### src/rtl/alu181_nibble_sequencer.sv
// Sequences one WIDTH-bit operation through a single 74181 slice wired in
// active-low-data mode, one nibble per pass, least-significant nibble first.
// Carry is chained from Cn+4 back into Cn between passes. Partial nibbles build
// up in a shadow register, and the visible results change only on entry to FINISH.
// Optional feature: define NIBBLE_GP_EN to add per-nibble ~G/~P capture.
module alu181_nibble_sequencer #(
  parameter int unsigned NIBBLES = 4,
  parameter int unsigned SETTLE  = 1,
  localparam int unsigned WIDTH  = 4 * NIBBLES
) (
  input  logic             clk,
  input  logic             reset,
  input  logic             start,
  input  logic [WIDTH-1:0] a,
  input  logic [WIDTH-1:0] b,
  input  logic [3:0]       s,
  input  logic             m,
  input  logic             cin,
  output logic             busy,
  output logic             done,
  output logic [WIDTH-1:0] result,
  output logic             cout,
  output logic             aeqb,
  output logic             alu_cn,
  output logic [3:0]       alu_a_n,
  output logic [3:0]       alu_b_n,
  output logic [3:0]       alu_s,
  output logic             alu_m,
  input  logic [3:0]       alu_f_n,
  input  logic             alu_cn4,
  input  logic             alu_aeqb
`ifdef NIBBLE_GP_EN
  ,
  input  logic             alu_g_n,
  input  logic             alu_p_n,
  output logic [NIBBLES-1:0] gp_g_n,
  output logic [NIBBLES-1:0] gp_p_n
`endif
);

  localparam int unsigned KW = (NIBBLES > 1) ? $clog2(NIBBLES) : 1;
  localparam logic [3:0] SettleCnt = 4'(SETTLE);

  typedef enum logic [1:0] {StIdle, StDrive, StSample, StFinish} state_e;

  state_e           state_q, state_d;
  logic [WIDTH-1:0] a_lat_q, b_lat_q;
  logic [KW-1:0]    k_q, k_nx;
  logic [3:0]       cnt_q;
  logic             carry_q;
  logic             acc_q, acc_nx;
  logic [WIDTH-1:0] shadow_q, shadow_nx;
  logic             last_nib;

  assign k_nx     = k_q + 1'b1;
  assign last_nib = (k_q == KW'(NIBBLES - 1));

  // State register
  always_ff @(posedge clk or posedge reset) begin
    if (reset) state_q <= StIdle;
    else       state_q <= state_d;
  end

  // Next-state logic
  always_comb begin
    state_d = state_q;
    unique case (state_q)
      StIdle:   if (start) state_d = StDrive;
      StDrive:  if (cnt_q == SettleCnt) state_d = StSample;
      StSample: state_d = last_nib ? StFinish : StDrive;
      StFinish: state_d = StIdle;
      default:  state_d = StIdle;
    endcase
  end

  // Status outputs decoded from state
  always_comb begin
    busy = (state_q == StDrive) || (state_q == StSample);
    done = (state_q == StFinish);
  end

  // Merge the nibble being sampled into the shadow copy and the A=B accumulator
  always_comb begin
    shadow_nx                = shadow_q;
    shadow_nx[4*k_q +: 4]    = ~alu_f_n;
    acc_nx                   = (k_q == '0) ? alu_aeqb : (acc_q & alu_aeqb);
  end

  // Operand latch, pass control, ALU pin drive and result publication
  always_ff @(posedge clk or posedge reset) begin
    if (reset) begin
      a_lat_q  <= '0;
      b_lat_q  <= '0;
      k_q      <= '0;
      cnt_q    <= '0;
      carry_q  <= 1'b0;
      acc_q    <= 1'b0;
      shadow_q <= '0;
      result   <= '0;
      cout     <= 1'b0;
      aeqb     <= 1'b0;
      alu_a_n  <= 4'hF;
      alu_b_n  <= 4'hF;
      alu_s    <= 4'h0;
      alu_m    <= 1'b0;
      alu_cn   <= 1'b0;
    end else begin
      unique case (state_q)
        StIdle: begin
          if (start) begin
            a_lat_q <= a;
            b_lat_q <= b;
            k_q     <= '0;
            cnt_q   <= '0;
            carry_q <= cin;
            // ALU pins are loaded on DRIVE entry so they are stable through SAMPLE
            alu_a_n <= ~a[3:0];
            alu_b_n <= ~b[3:0];
            alu_s   <= s;
            alu_m   <= m;
            alu_cn  <= cin;
          end
        end
        StDrive: begin
          cnt_q <= (cnt_q == SettleCnt) ? 4'h0 : cnt_q + 4'h1;
        end
        StSample: begin
          shadow_q <= shadow_nx;
          carry_q  <= alu_cn4;
          acc_q    <= acc_nx;
          if (last_nib) begin
            // Visible results change together, in the cycle done is high
            result <= shadow_nx;
            cout   <= alu_cn4;
            aeqb   <= acc_nx;
          end else begin
            k_q     <= k_nx;
            alu_a_n <= ~a_lat_q[4*k_nx +: 4];
            alu_b_n <= ~b_lat_q[4*k_nx +: 4];
            alu_cn  <= alu_cn4;
          end
        end
        StFinish: ;
        default: ;
      endcase
    end
  end

`ifdef NIBBLE_GP_EN
  logic [NIBBLES-1:0] g_sh_q, p_sh_q, g_sh_nx, p_sh_nx;

  // Place this pass's ~G/~P levels at bit k
  always_comb begin
    g_sh_nx      = g_sh_q;
    p_sh_nx      = p_sh_q;
    g_sh_nx[k_q] = alu_g_n;
    p_sh_nx[k_q] = alu_p_n;
  end

  // Capture ~G/~P per nibble, publish alongside the other results
  always_ff @(posedge clk or posedge reset) begin
    if (reset) begin
      g_sh_q <= '1;
      p_sh_q <= '1;
      gp_g_n <= '1;
      gp_p_n <= '1;
    end else if (state_q == StSample) begin
      g_sh_q <= g_sh_nx;
      p_sh_q <= p_sh_nx;
      if (last_nib) begin
        gp_g_n <= g_sh_nx;
        gp_p_n <= p_sh_nx;
      end
    end
  end
`endif

endmodule

### config.mk
export PLATFORM = sky130hd
export DESIGN_NAME = alu181_nibble_sequencer
export DESIGN_NICKNAME = d
export VERILOG_FILES = /design/src/rtl/alu181_nibble_sequencer.sv
export SDC_FILE = /design/constraint.sdc
export NUM_CORES = 1
export LEC_CHECK = 0
export BUFFER_PORTS_ARGS = -buffer_cell sky130_fd_sc_hd__buf_4
export CORE_MARGIN = 4
export CORE_UTILIZATION = 59
export CTS_CLUSTER_SIZE = 24
export DETAILED_ROUTE_END_ITERATION = 10
export PLACE_DENSITY = 0.9
export RECOVER_POWER = 25
export SETUP_SLACK_MARGIN = 0.02
export SYNTH_ARGS = -nofsm -noshare
export SYNTH_HDL_FRONTEND = slang
export SYNTH_SLANG_ARGS = --single-unit
### constraint.sdc
create_clock -name clk -period 7.5 [get_ports clk]
set_clock_uncertainty 0.1 [all_clocks]
set_input_delay 0 -clock clk [delete_from_list [all_inputs] [get_ports clk]]
set_output_delay 0 -clock clk [all_outputs]
set_load 0.005 [all_outputs]
After elaboration in Yosys (flattened, before gate mapping)
Index checks and enable logic that the tools add are counted.
- add/subtract/negate cells: 3
- multiply operators: 0
- divide/modulo/power cells: 0
- order comparisons: 0
- equality and inequality tests: 8
- shift operators: 4
- muxes and demuxes: 21
- bitwise operators: 6
- reduce and logical (&&, ||, !) cells: 10
- operator list (kind ; number):
    negator 4 -> 34 bit ; 1
    variable shift 4 x 34 -> 16 bit (first input constant) ; 1
    indexed part select 4 x 34 -> 16 bit ; 1
    indexed part select 16 x 5 -> 4 bit ; 2
    2-to-1 mux 4 bit ; 6
    case mux 4 bit (2 select lines) ; 3
    inverter 4 bit ; 5
    bitwise mux 16 bit ; 1
    2-to-1 mux 2 bit ; 5
    case mux 2 bit (4 select lines) ; 1
    AND reduction 2 bit ; 4
    == test 2 bit (second input constant) ; 3
    adder 4 x 1 -> 4 bit (second input constant) ; 1
    == test 4 x 1 -> 1 bit (second input constant) ; 1
    logical NOT 2 bit ; 2
    != test 2 bit (second input constant) ; 2
    case mux 2 bit (2 select lines) ; 1
    nonzero test 2 bit ; 2
    2-to-1 mux 1 bit ; 3
    AND reduction 3 bit ; 1
    adder 2 x 1 -> 2 bit (second input constant) ; 1
    == test 2 x 1 -> 1 bit (second input constant) ; 1
    != test 2 x 1 -> 1 bit (second input constant) ; 1
    case mux 1 bit (2 select lines) ; 1
    other kinds (2) ; 2
- register bits after elaboration: 89
- bits in latches: 0
- RAM bits: 0
- ROM bits: 0
- input bits: 47
- output and inout port bits: 34
- word-level logic and storage cells: 67
- memories: 0

Longest topological paths before layout
Gate-level depths: netlist of run 1.
- word-level depth: 5
- mapped depth: 8
- depth with buffers taken out: 5

Worst setup path before layout of run 1
No wires, ideal clock.
- kind: register -> register
- start point: register k_q[0]
- end point: register result[4]
- setup time: 0.073 ns
- arrival: 2.294 ns
- required time: 7.327 ns
- path slack: 5.033 ns
- stages on the path, launching flop included: 9
- path buffers: 3
- clock period less this slack: 2.467 ns
- cells stage by stage: dfrtp_1 buf_2 buf_2 inv_1 ha_1 or3b_4 buf_6 o32a_1 a21oi_2
- longest elaborated chain between the ends: 3
- elaborated cells between the ends (all ways): 6
- classes of those cells: add/sub (1); eq/ne (1); shift (2); mux (1); reduce/logical (1)
- ends and longest elaborated chain (what ; line ; source):
    start: declaration ; 48 ; logic [KW-1:0] k_q, k_nx;
    start signal: assignment ; 137 ; k_q <= k_nx;
    negator 4 -> 34 bit ; 85 ; shadow_nx[4*k_q +: 4] = ~alu_f_n;
    indexed part select 4 x 34 -> 16 bit / variable shift 4 x 34 -> 16 bit (equally long branches) ; 85 ;
    bitwise mux 16 bit ; 85 ;
    end signal: assignment ; 133 ; result <= shadow_nx;
    end: declaration ; 21 ; output logic [WIDTH-1:0] result,
Parallel ways exist; a longest one is shown, timed or not.
A chain may end at the register's enable or synchronous reset.

Worst setup path after layout of run 1
- start point: register k_q[0]
- end point: register alu_cn
- longest elaborated chain between the ends: 3
- ends and longest elaborated chain (what ; line ; source):
    == test 2 bit ; 56 ; assign last_nib = (k_q == KW'(NIBBLES - 1));
    != test 2 bit (no line) ; -- ;
    AND reduction 3 bit (no line) ; -- ;
    end signal: assignment ; 121 ; alu_cn <= cin;
    end signal: assignment ; 140 ; alu_cn <= alu_cn4;
    end: declaration ; 24 ; output logic alu_cn,
No other way between the ends.

==> flow_summary.json, run 1 <==
{
  "p_per_area_nw_per_um2": 380,
  "nets": 612,
  "dpl_worst_slack_ns": 4.46,
  "ys_top_cells_by_area": "dfrtp_1, nand2_1, dfstp_2",
  "synth_seq_cells": 89,
  "yosysWarnings": 0,
  "clkLatencyLatePin_ns": 0.36,
  "grt_pass1_vias": 3778,
  "start_kind": "flip-flop",
  "synth_fp_nets": 495,
  "yosysTopAreaCellShare": 0.485,
  "total_leakage_power_uw": 0.00257,
  "critical_path_buf_inv_count": 0,
  "cts_tree": "built",
  "power.switching_uw": 770,
  "netSwitchingFraction": 0.369,
  "fin_crit_ns": 3.18,
  "clock-root-buffer": "clkbuf_8",
  "synthArstFlopShare": 1.00,
  "outcome": "finished clean",
  "ir_drop_uv": 226,
  "slowest_delay_ns": 1.09,
  "htree_levels": 3,
  "path_cells": "ha_1 > nand2_1 > a22oi_1 > mux2_2",
  "grt_pass1_wl_um": 17900,
  "first_pass_iters": 4,
  "cts_resized": 0,
  "gr-total-overflow": 0,
  "gr-usage-met2": 0.463,
  "ys_seq_area_frac": 0.535,
  "routed_wirelength_um": 10600,
  "fin_setup_tns_ns": 0,
  "dp.cells": 592,
  "synth_cell_type_count": 41,
  "die_area_sq_um": 8500,
  "cp_data_required_time_ns": 7.64,
  "gr-usage-met1": 0.331,
  "clkTransAtPathRegs_ns": 0.08,
  "dpl.hpwl_um": 6470,
  "end_kind": "flip-flop",
  "syn_area_sq_um": 4180,
  "grt_max_degree": 90,
  "met3_usage": 0.0435,
  "finalPower_uw": 2090,
  "drt_iter0_drc": 272,
  "max-slew-margin-rel": 0.251,
  "die_w_um": 92.2,
  "synth_edf_count": 0,
  "gp_congestion": 0.852,
  "grt-busiest-layer": "met2",
  "port_buffers": 80,
  "synth_cells": 435,
  "final_cells": 653,
  "finalHoldViolations": 0,
  "fmax_ghz": 0.315,
  "rows": 30,
  "synth_ff_type": "dfrtp_1",
  "drive_gt1_frac": 0.183,
  "cts_sinks": 89,
  "viasPerCell": 5.54,
  "wl_per_cell_um": 16.2,
  "antenna_cells": 0,
  "num_vias": 3620,
  "p_clk_frac": 0.179,
  "cp_max_fo": 24,
  "slew_viol_final": 0,
  "criticalPathCategory": "reg2reg",
  "cap_viol_max_count": 0,
  "setup_slack_ns": 4.32,
  "numCtsBuffers": 9,
  "period_share": 0.424,
  "p_comb_frac": 0.398,
  "grt_usage": 0.266,
  "crit_family": "flip-flops",
  "antenna_found_initial": 0,
  "power_frac_seq": 0.423,
  "rsz0062_at_grt": "false",
  "finish.utilization": 0.805,
  "initial_core_util": 0.612,
  "hold_path.class": "in2reg",
  "syn_area_per_cell_sq_um": 9.62,
  "cts.path.max_buffers": 2,
  "setup_viol": 0,
  "worstMarginPinSlew_ns": 1.12,
  "coreArea_sq_um": 6830,
  "syn_to_final_growth_pct": 31.5,
  "arrival_ns": 3.31,
  "slowest_stage": "dfrtp_1",
  "top_level_ports": 81,
  "yosysTopAreaCell": "dfrtp_1",
  "internal_power_uw": 1320,
  "ant_nets": 0,
  "die_y_um": 92.2,
  "drcViolationCount": 0
}
registers in the layout (all words and copies together), names as in the netlist, 2 cells and up:
name,flops
a_lat_q,16
alu_a_n,4
alu_b_n,4
alu_s,4
b_lat_q,16
cnt_q,4
k_q,2
result,16
shadow_q,16
state_q,2
cells in the mapped netlist (2+ instances only):
library cell	count
mux2i_1	18
or3_1	4
o21a_1	4
or2_1	2
o22ai_1	9
buf_1	3
nor3_1	4
o2bb2ai_1	9
o32a_1	4
a31oi_1	4
o221ai_1	4
o21ai_1	9
nand2b_1	14
o22a_1	4
or3b_1	2
mux2_2	3
buf_2	6
a32oi_1	8
nor2b_1	3
o31ai_1	4
ha_1	13
nand2_1	124
o21ai_0	20
nor2_1	11
clkbuf_1	11
dfrtp_1	81
dfstp_2	8
inv_1	28
a21oi_1	7
and2_1	3
worst reg2reg max path, stage by stage (launching register included):
cell and delay [ns]:
dfrtp_1 1.09, ha_1 0.35, nand2_1 0.26, a22oi_1 0.87, mux2_2 0.41
power by group through the flow:
stage          registers (uW)  logic (uW)  clock network [uW]
4_1_cts                   887         832                 375
5_1_grt                   914         932                 400
3_3_place_gp              882         764                   0
2_1_floorplan             844         538                   0
6_report                  885         831                 374
3_5_place_dp              893         804                   0
per-stage QoR:
stage                     hold WS [ns]  cell area, sq um
after floorplan                0.00544              4180
after global placement          0.0887              4830
after detailed placement        0.0934              4830
after CTS                      0.00860              5510
after global routing            0.0481              5500
final                           0.0163              5500
logic make-up (layout without fill, tap and decap cells):
family | count (synthesis) | after routing | synth area share
AO/OA/AOI/OAI | 91 | 91 | 0.149
adder cells (fa/ha/maj) | 13 | 13 | 0.0389
buffers and inverters | 50 | 172 | 0.0488
flip-flops | 89 | 89 | 0.535
multiplexers | 21 | 21 | 0.0512
AND/OR/NAND/NOR | 171 | 171 | 0.177
metal layers:
metal  wire length [um]  up-vias  share of wire
met5                  0        -              0
met4                289        0          0.027
met3                571       28          0.054
met2               5550      127           0.52
met1               4200     1754           0.40
li1                   -     1711              -
worst paths after layout:
check                      startpoint          to  slack (ns)  depth (start not counted)
setup / recovery               k_q[0]      alu_cn        4.32                          4
hold / removal                  start    cnt_q[0]        0.02                          4
setup reg to reg               k_q[0]      alu_cn        4.32                          4
hold reg to reg            a_lat_q[7]  a_lat_q[7]        0.38                          2
max in group asynchronous       reset      alu_cn        6.12                          4
min in group asynchronous       reset    cnt_q[0]        0.47                          4
cell usage in the layout, fill, tap and decap left out, drive strengths merged, types with 2 or more instances in the layout:
master	n
buf	56
o22a	4
dfrtp	81
nand2	124
o221ai	4
ha	13
nor2	11
nor2b	3
o21ai	29
nor3	4
mux2i	18
a21oi	8
inv	27
clkbuf	39
bufinv	2
o2bb2ai	9
a31oi	4
o22ai	9
o21a	4
and2	3
dfstp	8
or3	4
clkinvlp	3
dlygate4sd3	45
mux2	3
or3b	3
a32oi	8
nand2b	14
o31ai	4
or2	2
o32a	4
timing repair:
item,in CTS,in global routing
hold buffers,45,0
hold endpoints to repair,153,0
setup buffers,0,0
final cells by class:
type / count / area [sq um]
Inverter: 28 / 106
Clock inverter: 4 / 75.1
Fill cell: 418 / 1330
Timing Repair Buffer: 128 / 1070
Tap cell: 96 / 120
Sequential cell: 89 / 2240
Multi-Input combinational cell: 296 / 1740
Clock buffer: 12 / 155
(Power assumes the default switching activity.)
==> run 2: changes to the inputs <==
--- a/config.mk
+++ b/config.mk
@@ -7,10 +7,10 @@
 export LEC_CHECK = 0
 export BUFFER_PORTS_ARGS = -buffer_cell sky130_fd_sc_hd__buf_4
 export CORE_MARGIN = 4
-export CORE_UTILIZATION = 59
+export CORE_UTILIZATION = 50
 export CTS_CLUSTER_SIZE = 24
 export DETAILED_ROUTE_END_ITERATION = 10
-export PLACE_DENSITY = 0.9
+export PLACE_DENSITY = 0.82
 export RECOVER_POWER = 25
 export SETUP_SLACK_MARGIN = 0.02
 export SYNTH_ARGS = -nofsm -noshare
==> constraint.sdc (replaced) <==
create_clock -name clk -period 2.6 [get_ports clk]
set_clock_uncertainty 0.1 [all_clocks]
set_input_delay 0 -clock clk [delete_from_list [all_inputs] [get_ports clk]]
set_output_delay 0 -clock clk [all_outputs]
set_load 0.005 [all_outputs]
==> run 2 against run 1 <==
The run now ends with capacitance limit, slew limit left; cell area increased by 0.55%; wire length decreased by 1.4%; first-iteration DRC count decreased by 21%; combinational power increased to 3.0 times the previous value; worst setup slack got worse by 3.8 ns; worst hold slack about the same; clock-buffer cell count decreased by 3; sequential cell count unchanged; critical endpoint is now result[8].
==> flow_summary.json, run 2 (synthesized netlist as in run 1, its figures left out) <==
{
  "final_cell_mix": "nand2_1, dfrtp_1, buf_4",
  "die_area_sq_um": 9890,
  "grt_pass1_wl_um": 17400,
  "final_cells": 669,
  "cts_tree": "built",
  "top_level_ports": 81,
  "gr-total-overflow": 0,
  "finish.utilization": 0.677,
  "routed_wirelength_um": 10500,
  "worstMarginPinSlew_ns": 1.80,
  "cts_resized": 0,
  "coreArea_sq_um": 8180,
  "criticalPathCategory": "reg2reg",
  "clkTransAtPathRegs_ns": 0.09,
  "wl_per_cell_um": 15.6,
  "ir_drop_uv": 523,
  "fin_setup_tns_ns": 0,
  "start_kind": "flip-flop",
  "ant_nets": 0,
  "first_pass_iters": 7,
  "cts.path.max_buffers": 2,
  "nets": 619,
  "drt_iter0_drc": 216,
  "clkLatencyLatePin_ns": 0.37,
  "end_kind": "flip-flop",
  "viasPerCell": 5.48,
  "rsz0062_at_grt": "false",
  "grt_usage": 0.220,
  "period_share": 0.816,
  "cts_post_setup_buffers_inserted": 0,
  "postCtsHoldBufs": 45,
  "p_per_area_nw_per_um2": 1070,
  "cp_data_required_time_ns": 2.79,
  "n_fill_cell": 619,
  "violations": "capacitance limit, slew limit",
  "fin_crit_ns": 2.12,
  "fmax_ghz": 0.471,
  "cts_sinks": 89,
  "syn_to_final_growth_pct": 32.2,
  "arrival_ns": 2.31,
  "gp_congestion": 0.857,
  "multiInputGateArea_sq_um": 1740,
  "rows": 33,
  "seqCellArea_sq_um": 2240,
  "final_common_cell": "nand2_1",
  "finalPower_uw": 5890,
  "setup_viol": 0,
  "cp_max_fo": 14,
  "total_leakage_power_uw": 0.00261,
  "die_w_um": 99.5,
  "antenna_cells": 0,
  "dpl.hpwl_um": 6910,
  "max-slew-margin-rel": -0.205,
  "drcViolationCount": 0,
  "dp.cells": 608,
  "outcome": "finished with violations",
  "clock-root-buffer": "clkbuf_8",
  "initial_core_util": 0.512,
  "htree_levels": 3,
  "hold_path.class": "in2reg",
  "finalHoldViolations": 0,
  "drive_gt1_frac": 0.213,
  "antenna_found_initial": 0,
  "die_y_um": 99.5,
  "cap_viol_max_count": 1,
  "numCtsBuffers": 9,
  "num_vias": 3663,
  "grt_max_degree": 50,
  "grt_pass1_vias": 3811,
  "port_buffers": 80,
  "slew_viol_final": 41
}
run 2: worst paths after layout:
kind | from | endpoint | slack [ns] | cells after the start
min in group asynchronous | reset | a_lat_q[6] | 0.53 | 3
max in group asynchronous | reset | alu_b_n[3] | 0.91 | 4
setup reg to reg | state_q[0] | result[8] | 0.48 | 7
hold / removal | start | cnt_q[0] | 0.02 | 4
hold reg to reg | shadow_q[6] | shadow_q[6] | 0.38 | 2
setup / recovery | state_q[0] | result[8] | 0.48 | 7
run 2: layout make-up:
type,instances,area share
clock buffer,9,0.0224
multi-input combinational,296,0.315
tap,105,0.0238
clock inverter,7,0.00950
timing repair buffer,135,0.206
sequential,89,0.404
inverter,28,0.0192
run 2: metrics by stage:
stage	area (sq um)	worst slack, ns	hold WS (ns)
2_1_floorplan	4180	0.133	0.00544
3_3_place_gp	4900	0.586	0.0348
3_5_place_dp	4900	0.497	0.0380
4_1_cts	5530	0.485	0.0112
5_1_grt	5530	0.280	0.0566
6_report	5530	0.478	0.0164
run 2: metal layers:
metal / part of all wire / wire length, um / track usage
met1: 0.39 / 4120 / 0.267
met2: 0.51 / 5390 / 0.390
met3: 0.070 / 730 / 0.0456
met4: 0.021 / 224 / 0.0714
met5: 0 / 0 / 0
run 2: worst max-delay path, stage by stage, from the launching register on:
cell and delay [ns]:
dfrtp_1 0.41, inv_1 0.14, ha_1 0.26, buf_4 0.22, and2_1 0.46, buf_4 0.26, nor2_1 0.05, a31oi_1 0.13
run 2: power by group:
group	internal (uW)	switching (uW)	total, uW
clock network	356	533	889
registers	2090	412	2500
logic	1190	1310	2500
